<file path="config.mk">
export PLATFORM = sky130hd
export DESIGN_NAME = pipe_hazard_ctrl
export DESIGN_NICKNAME = d
export VERILOG_FILES = /design/src/rtl/pipe_hazard_ctrl.sv
export SDC_FILE = /design/constraint.sdc
export NUM_CORES = 1
export LEC_CHECK = 0
export ABC_AREA = 1
export BUFFER_PORTS_ARGS = -buffer_cell sky130_fd_sc_hd__buf_2
export CORE_MARGIN = 10
export CORE_UTILIZATION = 30
export CTS_CLUSTER_SIZE = 40
export DETAILED_ROUTE_END_ITERATION = 8
export HOLD_SLACK_MARGIN = 0.02
export PLACE_DENSITY = 0.55
export SYNTH_ARGS = -nofsm -noshare
export SYNTH_HDL_FRONTEND = slang
export SYNTH_SLANG_ARGS = --single-unit
</file>
<file path="constraint.sdc">
create_clock -name clk -period 1.8 [get_ports clk]
set_input_delay 0.18 -clock clk [delete_from_list [all_inputs] [get_ports clk]]
set_output_delay 0.18 -clock clk [all_outputs]
set_load 0.05 [all_outputs]
</file>
<file path="src/rtl/pipe_hazard_ctrl.sv">
// Stall/flush sequencer for the 5-stage pipeline.
// It resolves three hazards and drives the pipeline-register load and flush
// controls:
//   - load-use stalls
//   - taken-branch squashes
//   - variable-latency data-memory waits, bounded by a watchdog
// A saturating counter records every cycle in which the PC is held.
module pipe_hazard_ctrl #(
   parameter int MAX_WAIT = 16,
   parameter int WCW      = 5,
   parameter int SCW      = 16
) (
   input  logic           clk,
   input  logic           rst,
   input  logic [4:0]     id_rs1,
   input  logic [4:0]     id_rs2,
   input  logic           id_use_rs1,
   input  logic           id_use_rs2,
   input  logic           ex_mem_read,
   input  logic [4:0]     ex_rd,
   input  logic           branch_taken,
   input  logic           mem_req,
   input  logic           mem_ready,
   input  logic           stall_clr,
   output logic           pc_load,
   output logic           ifid_load,
   output logic           idex_load,
   output logic           exmem_load,
   output logic           memwb_load,
   output logic           ifid_flush,
   output logic           idex_flush,
   output logic           exmem_flush,
   output logic           mem_busy,
   output logic           mem_abort,
   output logic           mem_timeout,
   output logic [SCW-1:0] stall_cnt
);

   typedef enum logic {S_RUN, S_WAIT} st_t;

   st_t            st_q, st_d;
   logic [WCW-1:0] wcnt_q, wcnt_d;
   logic           tmo_q, tmo_d;
   logic [SCW-1:0] scnt_q, scnt_d;

   logic lu, wd, frz, miss;

   assign miss = mem_req & ~mem_ready;
   assign lu   = ex_mem_read & (ex_rd != 5'd0) &
                 ((id_use_rs1 & (id_rs1 == ex_rd)) | (id_use_rs2 & (id_rs2 == ex_rd)));
   // Once the watchdog limit is reached, the outstanding miss no longer
   // freezes the pipe. That cycle becomes a forced release.
   assign wd   = (st_q == S_WAIT) & (wcnt_q == WCW'(MAX_WAIT));
   assign frz  = miss & ~wd;

   // Pipeline control outputs. Priority: freeze > branch > load-use > normal.
   // Every output is held low while reset is asserted.
   always_comb begin
      pc_load     = 1'b0;
      ifid_load   = 1'b0;
      idex_load   = 1'b0;
      exmem_load  = 1'b0;
      memwb_load  = 1'b0;
      ifid_flush  = 1'b0;
      idex_flush  = 1'b0;
      exmem_flush = 1'b0;
      mem_busy    = 1'b0;
      mem_abort   = 1'b0;
      if (rst) begin
         mem_abort = miss & wd;
         if (frz) begin
            mem_busy = 1'b1;
         end else if (branch_taken) begin
            // The stalled ID instruction is squashed anyway, so lu is ignored here.
            {pc_load, ifid_load, idex_load, exmem_load, memwb_load} = 5'b11111;
            {ifid_flush, idex_flush, exmem_flush}                   = 3'b111;
         end else if (lu) begin
            {pc_load, ifid_load, idex_load, exmem_load, memwb_load} = 5'b00111;
            idex_flush = 1'b1;
         end else begin
            {pc_load, ifid_load, idex_load, exmem_load, memwb_load} = 5'b11111;
         end
      end
   end

   // Memory-wait FSM, watchdog counter, sticky timeout flag and stall counter.
   always_comb begin
      st_d   = st_q;
      wcnt_d = wcnt_q;
      tmo_d  = tmo_q;
      scnt_d = scnt_q;
      case (st_q)
         S_RUN: begin
            if (miss) begin
               st_d   = S_WAIT;
               wcnt_d = WCW'(1);
            end else begin
               wcnt_d = '0;
            end
         end
         S_WAIT: begin
            // If mem_req drops while waiting, treat it as completion.
            if (!miss) begin
               st_d   = S_RUN;
               wcnt_d = '0;
            end else if (wd) begin
               st_d   = S_RUN;
               wcnt_d = '0;
               tmo_d  = 1'b1;
            end else begin
               wcnt_d = wcnt_q + WCW'(1);
            end
         end
         default: begin
            st_d   = S_RUN;
            wcnt_d = '0;
         end
      endcase
      if (stall_clr)
         scnt_d = '0;
      else if (!pc_load && !(&scnt_q))
         scnt_d = scnt_q + SCW'(1);
   end

   // State registers. An asynchronous reset abandons any wait in progress.
   always_ff @(posedge clk or negedge rst) begin
      if (!rst) begin
         st_q   <= S_RUN;
         wcnt_q <= '0;
         tmo_q  <= 1'b0;
         scnt_q <= '0;
      end else begin
         st_q   <= st_d;
         wcnt_q <= wcnt_d;
         tmo_q  <= tmo_d;
         scnt_q <= scnt_d;
      end
   end

   assign mem_timeout = tmo_q;
   assign stall_cnt   = scnt_q;

endmodule
</file>
; Word-level counts from Yosys, hierarchy flattened
; Index checks and enable logic that the tools add are counted.
[word_totals]
in_bits = 24
reg_bits = 23
wordCells = 54
out_inout_bits = 27
[op_classes]
bitwise = 12
n_mux = 26
n_reduce_logical = 7
add_sub_neg = 2
n_eq_ne = 3
[ops]
columns = op, n
row1 = $mux 16, 2
row2 = $mux 1, 20
row3 = $add 16x1->16 const B, 1
row4 = $reduce_and 16->1, 1
row5 = $eq 5x5->1, 2
row6 = $mux 5, 2
row7 = $pmux 5 s2, 1
row8 = $and 1x1->1, 8
row9 = $add 5x1->5 const B, 1
row10 = $eq 5x5->1 const B, 1
row11 = $reduce_bool 5->1, 1
row12 = $not 1->1, 3
row13 = $reduce_and 3->1, 1
row14 = $logic_not 1->1, 2
row15 = $pmux 1 s2, 1
row16 = $reduce_bool 2->1, 1
row17 = $logic_and 1x1->1, 1
row18 = $or 1x1->1, 1

; Logic depth before layout (Yosys ltp)
; Gate-level depths: netlist of the first run.
[depth]
ltp_word = 12
mapped_depth = 13
mapped_depth_nobuf = 12

; Worst setup path after synthesis of the first run
; OpenSTA, ideal clock, no wires.
[synth_timing]
path_kind = flip-flop to output port
from = register wcnt_q[0]
to = output idex_flush
path_stages_with_launch = 7
required_ps = 1620
t_arrival_ps = 2141
slack_ps = -521
path_buffers = 0
path_cell_list = dfrtp_1 -> inv_1 -> ha_1 -> nand3_2 -> nor3_4 -> nor2_4 -> o31ai_1
[synth_via]
elab_chain_len = 6
[synth_lines]
columns = item, line_no
row1 = start: declaration, 42  ; logic [WCW-1:0] wcnt_q, wcnt_d;
row2 = start signal: assignment, 134  ; wcnt_q <= wcnt_d;
row3 = $eq 5x5->1, 53  ; assign wd = (st_q == S_WAIT) & (wcnt_q == WCW'(MAX_WAIT));
row4 = $and 1x1->1, 53
row5 = $not 1->1, 54  ; assign frz = miss & ~wd;
row6 = $and 1x1->1, 54
row7 = $mux 1, 71  ; if (frz) begin
row8 = $mux 1, 69  ; if (rst) begin
row9 = end: declaration, 31  ; output logic idex_flush,
; No other way between the ends.

; Final worst setup path of the first run
; Same ends and word-level chain as after synthesis.

==> flow_metrics.tcl, run 1 <==
set metrics [dict create \
    clk_latency_ps 270 \
    syn_to_final_growth_pct 33.0 \
    clk_pin_slew_ps 90 \
    tritoncts "done" \
    grt_pass1_wl_um 7880 \
    core_area_sq_um 5570 \
    post-route-drc-count 0 \
    rows 27 \
    avgRoutedWirePerCell_um 12.4 \
    ys_seq_elements 23 \
    pwr-share-comb 0.294 \
    worstSetupPathType "flop to primary output" \
    ant_nets 0 \
    critPathLaunchType "flop" \
    antenna_cells 0 \
    fin_worst_skew_ps 2.76 \
    drt-total-wl_um 4750 \
    antenna_found_initial 0 \
    grt_max_degree 24 \
    syn_avg_cell_area_sq_um 6.96 \
    end_kind "primary output" \
    ys_types 31 \
    dp_hpwl_um 3680 \
    grt-ovfl-total 0 \
    track_usage 0.104 \
    violations "setup timing" \
    fp.dieW_um 96.3 \
    seqPwrFrac 0.432 \
    yosysWarningCount 0 \
    rr_startpoint "wcnt_q[0]" \
    p_int_w 0.000815 \
    final-setup-viol-count 25 \
    netlist_instances 251 \
    numCtsBuffers 3 \
    final_cells 384 \
    cap_violations 0 \
    initial_core_util 0.313 \
    slew_viol_final 0 \
    worstPathArrival_ps 1750 \
    rsz0062_at_grt "yes" \
    cts.sinks 23 \
    worstPathRequired_ps 1620 \
    grt_pass1_vias 1743 \
    timing.fmax_ghz 0.517 \
    dieArea_sq_um 9270 \
    root_buffer "clkbuf_8" \
    powerDensity_nw_per_um2 537 \
    place_inst 372 \
    max_slew_margin 0.697 \
    port_buffers 50 \
    ios 51 \
    clockBufferDepth 2 \
    hold_depth 4 \
    synth_nets 278 \
    p_sw_w 0.000433 \
    clkPwrFrac 0.274 \
    startpoint "wcnt_q[0]" \
    htreeDepth 1 \
    drive_gt1_frac 0.346 \
    n_fill_cell 601 \
    place_congestion 0.829 \
    finalHoldViolCount 0 \
    firstDrtPassIters 4 \
    synthesis.area_sq_um 1750 \
    cp_max_fo 5 \
    timing.final.ws_setup_ps -134 \
    outcome "finished, violations left" \
    rr_worst_depth 12 \
    ir_drop_uv 319 \
    tightest_slew_ps 451 \
    min_from "mem_ready" \
    switching_share 0.347 \
    place_ws_ps 41.9 \
    power_leakage_nw 1.23 \
    hold_class "primary input to flop" \
    vias_per_cell 4.49 \
    fin_nets 340 \
    min_period_over_period 1.07 \
    drt_iter0_markers 33 \
    die_h_um 96.3 \
    yosysSeqAreaShare 0.330 \
    finalCriticalPeriod_ps 1930 \
    num_vias 1725 \
]
## final timing paths
check | to | slack, ps
worst max-delay path | idex_flush | -130
worst min-delay path | mem_timeout | 190
worst max register to register | stall_cnt[0] | -90
worst min register to register | mem_timeout | 470
max in group asynchronous | stall_cnt[0] | 1090
min in group asynchronous | stall_cnt[7] | 470
## cell usage in the layout (no fill, tap or decap), types with 2 or more instances in the layout
master    count
nor2_1       39
buf_6         4
nor2_2        2
clkbuf_8      3
dfrtp_1      21
nand2_8       2
xnor2_1       2
nor3_1        3
buf_8         6
nand3_1      26
inv_2        10
nand2_4       3
buf_2        42
xor2_1       12
ha_1          3
nand2_2      11
nand2_1      72
buf_4        12
nand4_1       2
dfrtp_2       2
inv_1        18
## power groups by stage
stage	clock [W]	combinational, W	sequential [W]
after floorplan	0	0.000186	0.000590
after global placement	0	0.000320	0.000550
after detailed placement	0	0.000321	0.000551
after CTS	0.000355	0.000350	0.000540
after global routing	0.000371	0.000402	0.000542
final	0.000341	0.000367	0.000540
## layout make-up
cell class	instances	area (sq um)	share of cell area
clock buffers	3	41.3	0.0178
clock inverters	1	5.00	0.00215
inverters	30	116	0.0501
multi-input cells	190	1050	0.451
flip-flops and latches	23	578	0.249
well taps	72	90.1	0.0388
repair buffers	65	445	0.192
## cell families after synthesis
family / synth area share
simple gates: 0.470
buf+inv: 0.0989
flops: 0.330
xor+xnor: 0.0702
compound gates: 0.0100
fa+ha+maj: 0.0215
## through the flow
| step | utilization | setup TNS (ps) | instance area [sq um] | total power, W | hold slack, ps |
|---|---|---|---|---|---|
| after floorplan | - | -978 | 1790 | 0.000776 | -116 |
| after global placement | 0.378 | 0 | 2110 | 0.000870 | 245 |
| after detailed placement | 0.378 | 0 | 2110 | 0.000871 | 237 |
| after CTS | 0.404 | -1690 | 2250 | 0.00125 | 187 |
| after global routing | 0.417 | -5070 | 2320 | 0.00132 | 207 |
| final | 0.417 | -1850 | 2320 | 0.00125 | 192 |
## cells in the mapped netlist
| cell | number | area [sq um] |
|---|---|---|
| a21oi_1 | 1 | 5.00 |
| and3_1 | 1 | 6.26 |
| buf_4 | 5 | 37.5 |
| buf_6 | 1 | 11.3 |
| clkbuf_1 | 3 | 11.3 |
| clkinv_1 | 1 | 3.75 |
| dfrtp_1 | 23 | 576 |
| ha_1 | 3 | 37.5 |
| inv_1 | 20 | 75.1 |
| inv_2 | 9 | 33.8 |
| nand2_1 | 73 | 274 |
| nand2_2 | 12 | 75.1 |
| nand2_4 | 2 | 22.5 |
| nand3_1 | 26 | 130 |
| nand3_2 | 1 | 10.0 |
| nand3_4 | 1 | 17.5 |
| nand4_1 | 2 | 12.5 |
| nand4_2 | 1 | 12.5 |
| nor2_1 | 40 | 150 |
| nor2_2 | 1 | 6.26 |
| nor2_4 | 1 | 11.3 |
| nor2_8 | 1 | 20.0 |
| nor3_1 | 3 | 15.0 |
| nor3_4 | 1 | 16.3 |
| nor3b_1 | 1 | 7.51 |
| nor3b_2 | 1 | 12.5 |
| nor4_4 | 1 | 21.3 |
| o21ai_0 | 1 | 5.00 |
| o31ai_1 | 1 | 7.51 |
| xnor2_1 | 2 | 17.5 |
| xor2_1 | 12 | 105 |
## sequential cells by signal, summed over array words and instances (netlist names)
register,flops
mem_timeout,1
st_q,1
stall_cnt,16
wcnt_q,5
## routing by layer
metal | vias to the layer above | wire length (um) | GRT usage
met1 | 791 | 2200 | 0.128
li1 | 894 | - | -
met4 | 0 | 44 | 0.0182
met2 | 34 | 2250 | 0.178
met3 | 6 | 261 | 0.0288
met5 | - | 0 | 0
## repair_timing
action | CTS | global route
endpoints found under the hold margin | 23 | 0
cloned | 0 | 1
setup buffers | 3 | 3
endpoints found under the setup margin | 10 | 26
pin swaps | 1 | 3
resized for setup | 17 | 13
hold buffers | 1 | 0
## worst max-delay path, cell delays in order (launching register included)
cell     delay (ps)
dfrtp_1         390
inv_1            60
ha_1            150
nand3_2          90
nor3_4          170
nor2_4           80
nor2_8          160
nand2_4         100
o31ai_2          80
buf_6           190
Power figures use the tool's default switching activity.
==> run 2: changes to the inputs <==
Settings changed: CORE_UTILIZATION 30 to 40, HOLD_SLACK_MARGIN 0.02 to 0.12, PLACE_DENSITY 0.55 to 0.68, SETUP_SLACK_MARGIN set to 0.05.
==> flow_metrics.tcl, run 2 (synthesis results as in run 1) <==
set metrics [dict create \
    timing.fmax_ghz 0.526 \
    rows 23 \
    multi_input_area_sq_um 1060 \
    die_h_um 86.1 \
    worstPathArrival_ps 1720 \
    critPathLaunchType "flop" \
    antenna_cells 0 \
    finalCriticalPeriod_ps 1900 \
    place_congestion 0.871 \
    worstPathRequired_ps 1620 \
    power_leakage_nw 1.24 \
    cp_max_fo 5 \
    htreeDepth 1 \
    track_usage 0.124 \
    grt-ovfl-total 0 \
    crit_chain "inv_1 > ha_2 > nand3_2 > nor3_4 > nor2_4 > nor2_8 > nand2_4 > o31ai_2 > buf_6" \
    antenna_found_initial 0 \
    rsz0062_at_grt "yes" \
    clk_latency_ps 260 \
    grt_pass1_wl_um 7780 \
    hold_slack_ps 202 \
    drt-total-wl_um 4540 \
    fin_worst_skew_ps 4.40 \
    violations "setup timing" \
    num_vias 1710 \
    numCtsBuffers 3 \
    syn_to_final_growth_pct 32.0 \
    max_slew_margin 0.722 \
    avgRoutedWirePerCell_um 12.5 \
    core_area_sq_um 4120 \
    layout_common_cells "nand2_1 (70), buf_2 (43), nor2_1 (38), nand3_1 (26), dfrtp_1 (21)" \
    vias_per_cell 4.71 \
    cpPeakStageDelay_ps 390 \
    ant_nets 0 \
    root_buffer "clkbuf_8" \
    final_common_cell "nand2_1" \
    grt_pass1_vias 1738 \
    place_area_sq_um 2070 \
    critPathSlowestCell "dfrtp_1" \
    clk_pin_slew_ps 80 \
    min_period_over_period 1.06 \
    drt_iter0_markers 87 \
    dieArea_sq_um 7410 \
    fin_nets 341 \
    largest_reg_flops 16 \
    powerDensity_nw_per_um2 528 \
    firstDrtPassIters 4 \
    cts.sinks 23 \
    worstSetupPathType "flop to primary output" \
    timing.final.ws_setup_ps -103 \
    n_fill_cell 390 \
    regArea_sq_um 578 \
    ir_drop_uv 246 \
    finalHoldViolCount 0 \
    fp.dieW_um 86.1 \
    final-setup-viol-count 26 \
    end_kind "primary output" \
    design_area_sq_um 2310 \
    post-route-drc-count 0 \
    place_inst 349 \
    initial_core_util 0.424 \
    final_cells 363 \
    clockBufferDepth 2 \
    dp_hpwl_um 3410 \
    slew_viol_final 0 \
    hold_class "primary input to flop" \
    finish.utilization 0.560 \
    grt_max_degree 24 \
    ios 51 \
    tritoncts "done" \
    outcome "finished, violations left" \
    tightest_slew_ps 415 \
    cap_violations 0 \
    port_buffers 50 \
    drive_gt1_frac 0.358 \
]
==> run 2: cell types whose count changed in the layout (fill, tap and decap cells not counted), sizes merged <==
| cell | before | now |
|---|---|---|
| buf | 64 | 65 |
| clkbuf | 3 | 4 |
| clkinv | 2 | 1 |
==> run 2: worst max-delay path, delay by kind of cell (launching register included) <==
kind	cells	cell delay, ps
AOI/OAI and AO/OA	1	80
and+or+nand+nor	5	570
buffers and inverters	2	260
adders and majority gates	1	160
DFF	1	390
==> run 2: report_power, final <==
part	internal (W)	switching [W]	total [W]	leakage (nW)
combinational	0.000122	0.000231	0.000354	0.912
sequential	0.000530	0.0000133	0.000543	0.309
clock	0.000158	0.000162	0.000320	0.0228
==> run 2: worst paths after layout <==
path | from | to | slack (ps) | depth (start not counted)
worst max-delay path | wcnt_q[1] | idex_flush | -100 | 9
worst min-delay path | mem_ready | mem_timeout | 200 | 4
worst max register to register | wcnt_q[1] | stall_cnt[1] | -50 | 12
worst min register to register | mem_timeout | mem_timeout | 470 | 2
max in group asynchronous | rst | stall_cnt[0] | 1110 | 3
min in group asynchronous | rst | stall_cnt[7] | 440 | 3
==> run 2: metal layers <==
layer	GRT usage	up-vias	share of wire
met5	0	-	0
met4	0.0479	0	0.017
met3	0.0274	6	0.067
met2	0.224	40	0.48
met1	0.137	768	0.43
li1	-	896	-
==> run 2: layout make-up <==
cell class	instances	share of cell area
inverters	30	0.0505
repair buffers	66	0.194
multi-input cells	190	0.458
flip-flops and latches	23	0.251
well taps	50	0.0271
clock buffers	4	0.0195
==> run 2: per-stage QoR <==
stage          worst slack, ps  setup TNS [ps]  power [W]
2_1_floorplan             -103            -978   0.000776
3_3_place_gp              98.8               0   0.000856
3_5_place_dp              52.1               0   0.000860
4_1_cts                   -134           -2130    0.00122
5_1_grt                   -200           -3990    0.00129
6_report                  -103           -1270    0.00122
==> run 2: repair_timing <==
action / CTS / global route
setup endpoints to repair: 22 / 26
pin swaps: 5 / 2
hold buffers: 1 / 0
endpoints found under the hold margin: 23 / 0
buffers inserted: 4 / 3
gates resized for setup: 24 / 7
gates cloned: 2 / 0
==> run 3: changes to the inputs <==
Clock period 1.8 ns to 1.92 ns, I/O delays scaled along.
==> flow_metrics.tcl, run 3 (synthesis results as in run 1) <==
set metrics [dict create \
    tritoncts "done" \
    n_fill_cell 405 \
    vias_per_cell 4.69 \
    largest_reg_flops 16 \
    end_kind "primary output" \
    initial_core_util 0.424 \
    rows 23 \
    final_cells 358 \
    critPathLaunchType "flop" \
    cp_max_fo 5 \
    powerDensity_nw_per_um2 503 \
    antenna_cells 0 \
    core_area_sq_um 4120 \
    crit_family "simple AND/OR/NAND/NOR gates" \
    ant_nets 0 \
    regArea_sq_um 578 \
    grt_pass1_vias 1613 \
    numCtsBuffers 3 \
    dp_hpwl_um 3450 \
    drive_gt1_frac 0.331 \
    antenna_found_initial 0 \
    dieArea_sq_um 7410 \
    root_buffer "clkbuf_8" \
    grt_pass1_wl_um 7350 \
    htreeDepth 1 \
    worstSetupPathType "flop to primary output" \
    num_vias 1679 \
    post-route-drc-count 0 \
    syn_to_final_growth_pct 27.4 \
    critPathSlowestCell "dfrtp_1" \
    die_h_um 86.1 \
    place_inst 346 \
    multi_input_area_sq_um 1020 \
    drt-total-wl_um 4350 \
    clockBufferDepth 2 \
    clk_pin_slew_ps 80 \
    tightest_slew_ps 357 \
    min_period_over_period 0.993 \
    avgRoutedWirePerCell_um 12.1 \
    layout_common_cells "nand2_1 (72), buf_2 (43), nor2_1 (40), nand3_1 (26), dfrtp_1 (21)" \
    grt_max_degree 24 \
    track_usage 0.118 \
    fin_worst_skew_ps 2.97 \
    place_congestion 0.845 \
    ir_drop_uv 248 \
    hold_slack_ps 213 \
    fp.dieW_um 86.1 \
    power_w 0.00112 \
    drt_iter0_markers 93 \
    worstPathArrival_ps 1720 \
    timing.fmax_ghz 0.524 \
    slew_viol_final 0 \
    outcome "finished clean" \
    ios 51 \
    hold_class "primary input to flop" \
    firstDrtPassIters 4 \
    finalCriticalPeriod_ps 1910 \
    cap_violations 0 \
    cpPeakStageDelay_ps 380 \
    cp_num_buf_inv 2 \
    finalHoldViolCount 0 \
    port_buffers 50 \
    cts.sinks 23 \
    final-setup-viol-count 0 \
    grt-ovfl-total 0 \
    setup_total_negative_slack_ps 0 \
    worstPathRequired_ps 1730 \
    rsz0062_at_grt "yes" \
    crit_chain "inv_1 > ha_1 > nand3_2 > nor3_4 > nor2_4 > nor2_8 > nand2_4 > o31ai_2 > buf_6" \
    power_leakage_nw 1.20 \
    fin_nets 336 \
    clk_latency_ps 270 \
    max_slew_margin 0.760 \
    final_common_cell "nand2_1" \
]
==> run 3: area by class of cell <==
cell class | count | area share
multi-input combinational | 189 | 0.458
tap | 50 | 0.0281
sequential | 23 | 0.260
clock inverter | 1 | 0.00225
timing repair buffer | 62 | 0.181
inverter | 30 | 0.0523
clock buffer | 3 | 0.0186
==> run 3: power by group <==
group	internal [W]	switching, W	leakage [nW]	total (W)
registers	0.000497	0.0000150	0.309	0.000512
clock network	0.000145	0.000153	0.0255	0.000298
logic	0.000104	0.000204	0.870	0.000308
==> run 3: through the flow <==
stage                     utilization  setup slack, ps  area [sq um]
final                           0.541             12.9          2220
after global routing            0.541             -108          2220
after CTS                       0.528            -6.29          2170
after detailed placement        0.498              104          2050
after global placement          0.498              176          2050
after floorplan                     -             16.5          1770
==> run 3: what timing repair did <==
action                                  CTS  global route
pin swaps                                 0             0
setup buffers                             3             4
hold endpoints to repair                 23             0
hold buffers                              1             0
endpoints found under the setup margin    9            26
resized for setup                        14             7
==> run 3: final timing paths <==
check	from	slack, ps	end	depth (start not counted)
min in group asynchronous	rst	440	wcnt_q[1]	3
max reg2reg	wcnt_q[0]	220	stall_cnt[5]	11
max in group asynchronous	rst	1240	stall_cnt[1]	3
min reg2reg	mem_timeout	470	mem_timeout	2
min	mem_ready	210	mem_timeout	4
max	wcnt_q[0]	10	idex_flush	9
==> run 3: worst register-to-register path, cell delays in order (launching register included) <==
cell and delay (ps):
dfrtp_1 380, inv_1 60, ha_1 160, nand3_2 100
nor3_4 170, nor2_4 90, nor2_8 120, nand2_4 100
nand3_4 140, buf_6 160, nand3_1 80, nand2_1 90
==> run 3: per-layer routing <==
layer	part of all wire	GRT usage
met2	0.50	0.206
met1	0.42	0.135
met4	0.014	0.0404
met3	0.069	0.0293
met5	0	0
